File: src/rtl/regfile_scoreboard_if.sv
// Bundles the register file's write, read, reserve and hazard signals.
// The master side is the controller; the slave side is the register file.
interface regfile_scoreboard_if #(
    parameter int unsigned WIDTH = 8,
    parameter int unsigned DEPTH = 8
);
    localparam int unsigned AW = $clog2(DEPTH);

    logic             wr_en;
    logic [AW-1:0]    wr_addr;
    logic [WIDTH-1:0] wr_data;
    logic [AW-1:0]    rd_addr1;
    logic [AW-1:0]    rd_addr2;
    logic             rd_use1;
    logic             rd_use2;
    logic [WIDTH-1:0] rd_data1;
    logic [WIDTH-1:0] rd_data2;
    logic             rsv_en;
    logic [AW-1:0]    rsv_addr;
    logic             hazard;
    logic [DEPTH-1:0] busy_vec;

    modport master (
        output wr_en, wr_addr, wr_data, rd_addr1, rd_addr2, rd_use1, rd_use2,
               rsv_en, rsv_addr,
        input  rd_data1, rd_data2, hazard, busy_vec
    );

    modport slave (
        input  wr_en, wr_addr, wr_data, rd_addr1, rd_addr2, rd_use1, rd_use2,
               rsv_en, rsv_addr,
        output rd_data1, rd_data2, hazard, busy_vec
    );
endinterface

File: src/rtl/regfile_scoreboard.sv
// Parametrised register file with hardwired-zero R0 and a per-register pending-write scoreboard.
// Optional same-cycle write-to-read forwarding is enabled by defining REGFILE_BYPASS_EN.
module regfile_scoreboard #(
    parameter int unsigned WIDTH = 8,
    parameter int unsigned DEPTH = 8
) (
    input  logic                  clk,
    input  logic                  rst,
    regfile_scoreboard_if.slave   bus
);
    localparam int unsigned AW = $clog2(DEPTH);

    typedef enum logic {
        FREE    = 1'b0,
        PENDING = 1'b1
    } busy_state_t;

    logic [WIDTH-1:0] r_regs  [DEPTH];
    busy_state_t      r_state [DEPTH];

    logic             w_wr_ok;
    logic             w_rsv_ok;
    logic [WIDTH-1:0] w_rd_data1;
    logic [WIDTH-1:0] w_rd_data2;
    logic             w_busy1;
    logic             w_busy2;

    assign w_wr_ok  = bus.wr_en  && (bus.wr_addr  != AW'(0));
    assign w_rsv_ok = bus.rsv_en && (bus.rsv_addr != AW'(0));

    // Reserve is applied after write so a same-address reserve leaves the register pending.
    always_ff @(posedge clk) begin
        if (!rst) begin
            for (int i = 0; i < int'(DEPTH); i++) begin
                r_regs[i]  <= '0;
                r_state[i] <= FREE;
            end
        end else begin
            if (w_wr_ok) begin
                r_regs[bus.wr_addr]  <= bus.wr_data;
                r_state[bus.wr_addr] <= FREE;
            end
            if (w_rsv_ok) begin
                r_state[bus.rsv_addr] <= PENDING;
            end
        end
    end

    always_comb begin
        w_rd_data1 = r_regs[bus.rd_addr1];
        w_rd_data2 = r_regs[bus.rd_addr2];
        w_busy1    = (r_state[bus.rd_addr1] == PENDING);
        w_busy2    = (r_state[bus.rd_addr2] == PENDING);
`ifdef REGFILE_BYPASS_EN
        // A matching write this cycle supplies the operand, so its producer is no longer outstanding.
        if (w_wr_ok && (bus.rd_addr1 == bus.wr_addr)) begin
            w_rd_data1 = bus.wr_data;
            w_busy1    = 1'b0;
        end
        if (w_wr_ok && (bus.rd_addr2 == bus.wr_addr)) begin
            w_rd_data2 = bus.wr_data;
            w_busy2    = 1'b0;
        end
`endif
    end

    assign bus.rd_data1 = w_rd_data1;
    assign bus.rd_data2 = w_rd_data2;
    assign bus.hazard   = (bus.rd_use1 && w_busy1) || (bus.rd_use2 && w_busy2);

    for (genvar g = 0; g < int'(DEPTH); g++) begin : g_busy
        assign bus.busy_vec[g] = (r_state[g] == PENDING);
    end
endmodule

File: src/flat_wrapper.sv
// flat-port wrapper written by rule: the top's interface ports become plain ports
module regfile_scoreboard_flat 
#(
    parameter int unsigned WIDTH = 8,
    parameter int unsigned DEPTH = 8
)
  (clk, rst, bus_wr_en, bus_wr_addr, bus_wr_data, bus_rd_addr1, bus_rd_addr2, bus_rd_use1, bus_rd_use2, bus_rsv_en, bus_rsv_addr, bus_rd_data1, bus_rd_data2, bus_hazard, bus_busy_vec);
  regfile_scoreboard_if #(.WIDTH(WIDTH), .DEPTH(DEPTH)) bus_i ();
  input  logic clk;
  input  logic rst;
  input wire logic [$bits(bus_i.wr_en)-1:0] bus_wr_en;
  input wire logic [$bits(bus_i.wr_addr)-1:0] bus_wr_addr;
  input wire logic [$bits(bus_i.wr_data)-1:0] bus_wr_data;
  input wire logic [$bits(bus_i.rd_addr1)-1:0] bus_rd_addr1;
  input wire logic [$bits(bus_i.rd_addr2)-1:0] bus_rd_addr2;
  input wire logic [$bits(bus_i.rd_use1)-1:0] bus_rd_use1;
  input wire logic [$bits(bus_i.rd_use2)-1:0] bus_rd_use2;
  input wire logic [$bits(bus_i.rsv_en)-1:0] bus_rsv_en;
  input wire logic [$bits(bus_i.rsv_addr)-1:0] bus_rsv_addr;
  output wire logic [$bits(bus_i.rd_data1)-1:0] bus_rd_data1;
  output wire logic [$bits(bus_i.rd_data2)-1:0] bus_rd_data2;
  output wire logic [$bits(bus_i.hazard)-1:0] bus_hazard;
  output wire logic [$bits(bus_i.busy_vec)-1:0] bus_busy_vec;
  assign bus_i.wr_en = bus_wr_en;
  assign bus_i.wr_addr = bus_wr_addr;
  assign bus_i.wr_data = bus_wr_data;
  assign bus_i.rd_addr1 = bus_rd_addr1;
  assign bus_i.rd_addr2 = bus_rd_addr2;
  assign bus_i.rd_use1 = bus_rd_use1;
  assign bus_i.rd_use2 = bus_rd_use2;
  assign bus_i.rsv_en = bus_rsv_en;
  assign bus_i.rsv_addr = bus_rsv_addr;
  assign bus_rd_data1 = bus_i.rd_data1;
  assign bus_rd_data2 = bus_i.rd_data2;
  assign bus_hazard = bus_i.hazard;
  assign bus_busy_vec = bus_i.busy_vec;
  regfile_scoreboard #(.WIDTH(WIDTH), .DEPTH(DEPTH)) u_core (.clk(clk), .rst(rst), .bus(bus_i));
endmodule
File: config.mk
export PLATFORM = sky130hd
export DESIGN_NAME = regfile_scoreboard_flat
export DESIGN_NICKNAME = d
export VERILOG_FILES = /design/src/rtl/regfile_scoreboard_if.sv /design/src/rtl/regfile_scoreboard.sv /design/src/flat_wrapper.sv
export SDC_FILE = /design/constraint.sdc
export NUM_CORES = 1
export LEC_CHECK = 0
export CAP_MARGIN = 20
export CORE_MARGIN = 1
export CORE_UTILIZATION = 50
export DETAILED_ROUTE_END_ITERATION = 8
export PLACE_DENSITY = 0.8
export SYNTH_ARGS = -nofsm -noshare
export SYNTH_HDL_FRONTEND = slang
export SYNTH_SLANG_ARGS = --single-unit
File: constraint.sdc
create_clock -name clk -period 1.46 [get_ports clk]
set_input_delay 0.219 -clock clk [delete_from_list [all_inputs] [get_ports clk]]
set_output_delay 0.219 -clock clk [all_outputs]
set_load 0.01 [all_outputs]
==> out/summary.json <==
{
  "outcome": "finished, violations left",
  "violations": "setup timing",
  "postSynthAreaPerCell_sq_um": 15.40,
  "hold_violations": 0,
  "diodes": 0,
  "async_reset_ff_share_pct": 0,
  "cp_max_fo": 2,
  "route.final.wire_length_microns": 10330,
  "vias_per_cell": 6.061,
  "seq_total_area_yosys_pct": 51.81,
  "detailedPlacementHpwl_microns": 6735,
  "clock-skew-final_ns": 0,
  "layout-area-overhead-vs-synth_pct": 30.26,
  "finalNetCount": 380,
  "min_period_over_period_pct": 139.6,
  "post_detailed_route_count_of_antenna_violating_nets": 0,
  "worstSkewPairLatency_ns": 0.34,
  "synthesis.instances": 261,
  "p_total_uw": 5051,
  "synth_edf_count": 64,
  "antenna_found_initial": 0,
  "number_of_buffers_between_clock_root_and_the_deepest_sink": 2,
  "grt_max_degree": 17,
  "grt_pass1_wl_microns": 16210,
  "drc": 0,
  "path_common_cell": "sky130_fd_sc_hd__buf_6",
  "firstDrtPassIters": 5,
  "tritoncts.num_buffers": 9,
  "synth_seq_cells": 72,
  "fin_ws_ns": -0.5774,
  "final.fill_count": 502,
  "grt_use_total_pct": 26.88,
  "full_die_area_sq_mm": 0.008401,
  "worst_hold_path_type": "input pin to register",
  "stdcell_area_sq_mm": 0.005235,
  "number_of_drc_markers_after_the_initial_detailed_route_iteration": 247,
  "p_leak_uw": 0.002184,
  "cts_tree": "yes",
  "number_of_pins_with_negative_max_slew_slack_in_the_final_report": 0,
  "critPathSlowestCell": "sky130_fd_sc_hd__mux4_2",
  "rsz0062_at_grt": "yes",
  "replace_congestion": 0.7935,
  "crit_path_cell_trace": "buf_6 > mux4_2 > mux2_4 > buf_6",
  "fraction_of_layout_instances_using_a_drive_strength_above_1_pct": 40.95,
  "synth_cell_types": 32,
  "worstPathArrival_ns": 1.82,
  "placement.io_buffers": 50,
  "post_synth_instance_area_sq_mm": 0.004019,
  "starting_utilization_of_the_core_area_pct": 51.74,
  "h-tree-depth": 3,
  "wire_per_inst_microns": 22.40,
  "period_minus_slack_ns": 2.037,
  "fp.coreArea_sq_mm": 0.007767,
  "startpoint_type_of_the_worst_setup_path": "register",
  "yosys_warnings": 0,
  "ys_dominant_reg_cell": "sky130_fd_sc_hd__edfxtp_1",
  "cts.root.buffer_cell": "sky130_fd_sc_hd__clkbuf_8",
  "cts.sinks": 72,
  "critPathRequiredTime_ns": 1.24,
  "dieWidth_microns": 91.66,
  "via_count_of_the_first_global_routing_pass": 2954,
  "power_density_mw_per_mm2": 964.9,
  "placed_area_sq_mm": 0.004887,
  "cts.clk_slew.worst_paths_ns": 0.08,
  "finalSetupViolations": 17,
  "worstSetupPathType": "register to output pin",
  "top_level_ports": 51,
  "setup.worst_path.end_class": "output pin",
  "die_y_microns": 91.66,
  "max_cap_viols": 0,
  "max_stage_delay_ns": 0.47,
  "postCtsHoldBufs": 0,
  "peakVddDrop_uv": 482.7,
  "vias": 2794,
  "fmaxAchievable_mhz": 490.8,
  "globalRouteOverflowTotal": 0,
  "rows": 32
}
-- cells in the mapped netlist, drive strengths merged, types with 2 or more instances --
library cell	number	area share, %
a32o	4	1.0
and2	26	4.0
and3	34	5.3
buf	19	4.0
clkbuf	7	0.65
dfxtp	8	4.0
edfxtp	64	48
inv	6	0.56
mux2	18	6.4
mux2i	2	0.50
mux4	34	21
nand2	11	1.0
nor2	5	0.47
nor2b	6	0.93
o21ai	4	0.50
o22ai	2	0.31
-- power by group --
part | internal [uW] | switching (uW) | total [uW]
Sequential | 2370 | 85.7 | 2460
Combinational | 598 | 388 | 986
Clock | 809 | 800 | 1610
Total | 3780 | 1270 | 5050
-- timing repair --
item | in CTS | in global routing
buffers inserted | 7 | 0
endpoints found under the setup margin | 26 | 37
cloned | 4 | 0
gates resized for setup | 128 | 7
-- final timing paths --
| kind | from | end | slack, ns | depth (start not counted) |
|---|---|---|---|---|
| worst min register to register | u_core.r_state[0] | u_core.r_state[0] | 0.54 | 1 |
| worst max register to register | u_core.r_state[5] | u_core.r_state[5] | 0.66 | 2 |
| worst min-delay path | rst | u_core.r_state[0] | 0.47 | 4 |
| worst max-delay path | u_core.r_regs[0][3] | bus_rd_data1[3] | -0.58 | 4 |
-- worst max-delay path: cells and delay by family (launching register included) --
kind | cells | cell delay [ns]
buf+inv | 2 | 0.27
flops | 1 | 0.45
mux | 2 | 0.76
-- flip-flops by register name (all words and copies together), names as in the netlist --
signal,flops
u_core.r_state,8
u_core.r_regs,64
-- through the flow --
| step | std cells | worst slack [ns] | util, % | setup TNS, ns | hold WS, ns |
|---|---|---|---|---|---|
| after global routing | 461 | -0.6268 | 67.40 | -7.998 | 0.4958 |
| after floorplan | 268 | 0.007130 | - | 0 | 0.4063 |
| after global placement | 434 | -1.034 | 62.92 | -45.23 | 0.4963 |
| after detailed placement | 434 | -1.063 | 62.92 | -47.96 | 0.5318 |
| after CTS | 461 | -0.5796 | 67.22 | -7.219 | 0.5442 |
| final | 461 | -0.5774 | 67.40 | -7.310 | 0.4718 |
-- layer usage --
| metal | global-route usage, % | share of wire, % |
|---|---|---|
| met1 | 32.73 | 37 |
| met2 | 45.43 | 52 |
| met3 | 6.468 | 8.4 |
| met4 | 12.17 | 3.0 |
| met5 | 0 | 0 |
-- kinds of logic (layout without fill, tap and decap cells) --
family | count (synthesis) | in the layout | synth area share [%]
compound gates | 14 | 14 | 2.584
other cells | 1 | 8 | 0.09331
mux | 54 | 54 | 27.58
simple gates | 88 | 88 | 12.73
buf+inv | 32 | 123 | 5.199
flops | 72 | 72 | 51.81
-- final cells by class --
| type | instances | area, sq um | share of cell area, % |
|---|---|---|---|
| tap | 102 | 127.6 | 2.438 |
| clock inverter | 7 | 78.83 | 1.506 |
| multi-input combinational | 164 | 1713 | 32.72 |
| sequential | 72 | 2087 | 39.87 |
| clock buffer | 9 | 123.9 | 2.366 |
| inverter | 6 | 22.52 | 0.4302 |
| timing repair buffer | 101 | 1082 | 20.67 |
-- cells in the final DEF, fill, tap and decap left out, types with 2 or more instances in the layout --
cell type / Yosys / layout
sky130_fd_sc_hd__inv_1: 6 / 6
sky130_fd_sc_hd__bufbuf_16: 0 / 2
sky130_fd_sc_hd__o21ai_1: 0 / 2
sky130_fd_sc_hd__inv_6: 0 / 2
sky130_fd_sc_hd__buf_2: 6 / 2
sky130_fd_sc_hd__edfxtp_1: 64 / 64
sky130_fd_sc_hd__nand2_1: 11 / 10
sky130_fd_sc_hd__buf_12: 2 / 9
sky130_fd_sc_hd__conb_1: 1 / 8
sky130_fd_sc_hd__and3_1: 34 / 34
sky130_fd_sc_hd__mux2i_1: 2 / 2
sky130_fd_sc_hd__dfxtp_2: 0 / 4
sky130_fd_sc_hd__nor2_2: 0 / 2
sky130_fd_sc_hd__mux4_2: 17 / 34
sky130_fd_sc_hd__dlymetal6s2s_1: 0 / 2
sky130_fd_sc_hd__dlygate4sd2_1: 0 / 12
sky130_fd_sc_hd__and2_1: 26 / 26
sky130_fd_sc_hd__clkdlybuf4s15_2: 0 / 2
sky130_fd_sc_hd__clkinvlp_4: 0 / 2
sky130_fd_sc_hd__buf_4: 9 / 35
sky130_fd_sc_hd__a32o_1: 4 / 4
sky130_fd_sc_hd__nor2b_1: 6 / 6
sky130_fd_sc_hd__mux2_2: 3 / 2
sky130_fd_sc_hd__nor2_1: 5 / 3
sky130_fd_sc_hd__clkdlybuf4s50_1: 0 / 17
sky130_fd_sc_hd__dfxtp_1: 8 / 4
sky130_fd_sc_hd__mux2_4: 15 / 16
sky130_fd_sc_hd__buf_6: 2 / 19
sky130_fd_sc_hd__o21ai_0: 4 / 2
sky130_fd_sc_hd__clkbuf_8: 0 / 9
Note: power is estimated with default switching activity, not from simulation.
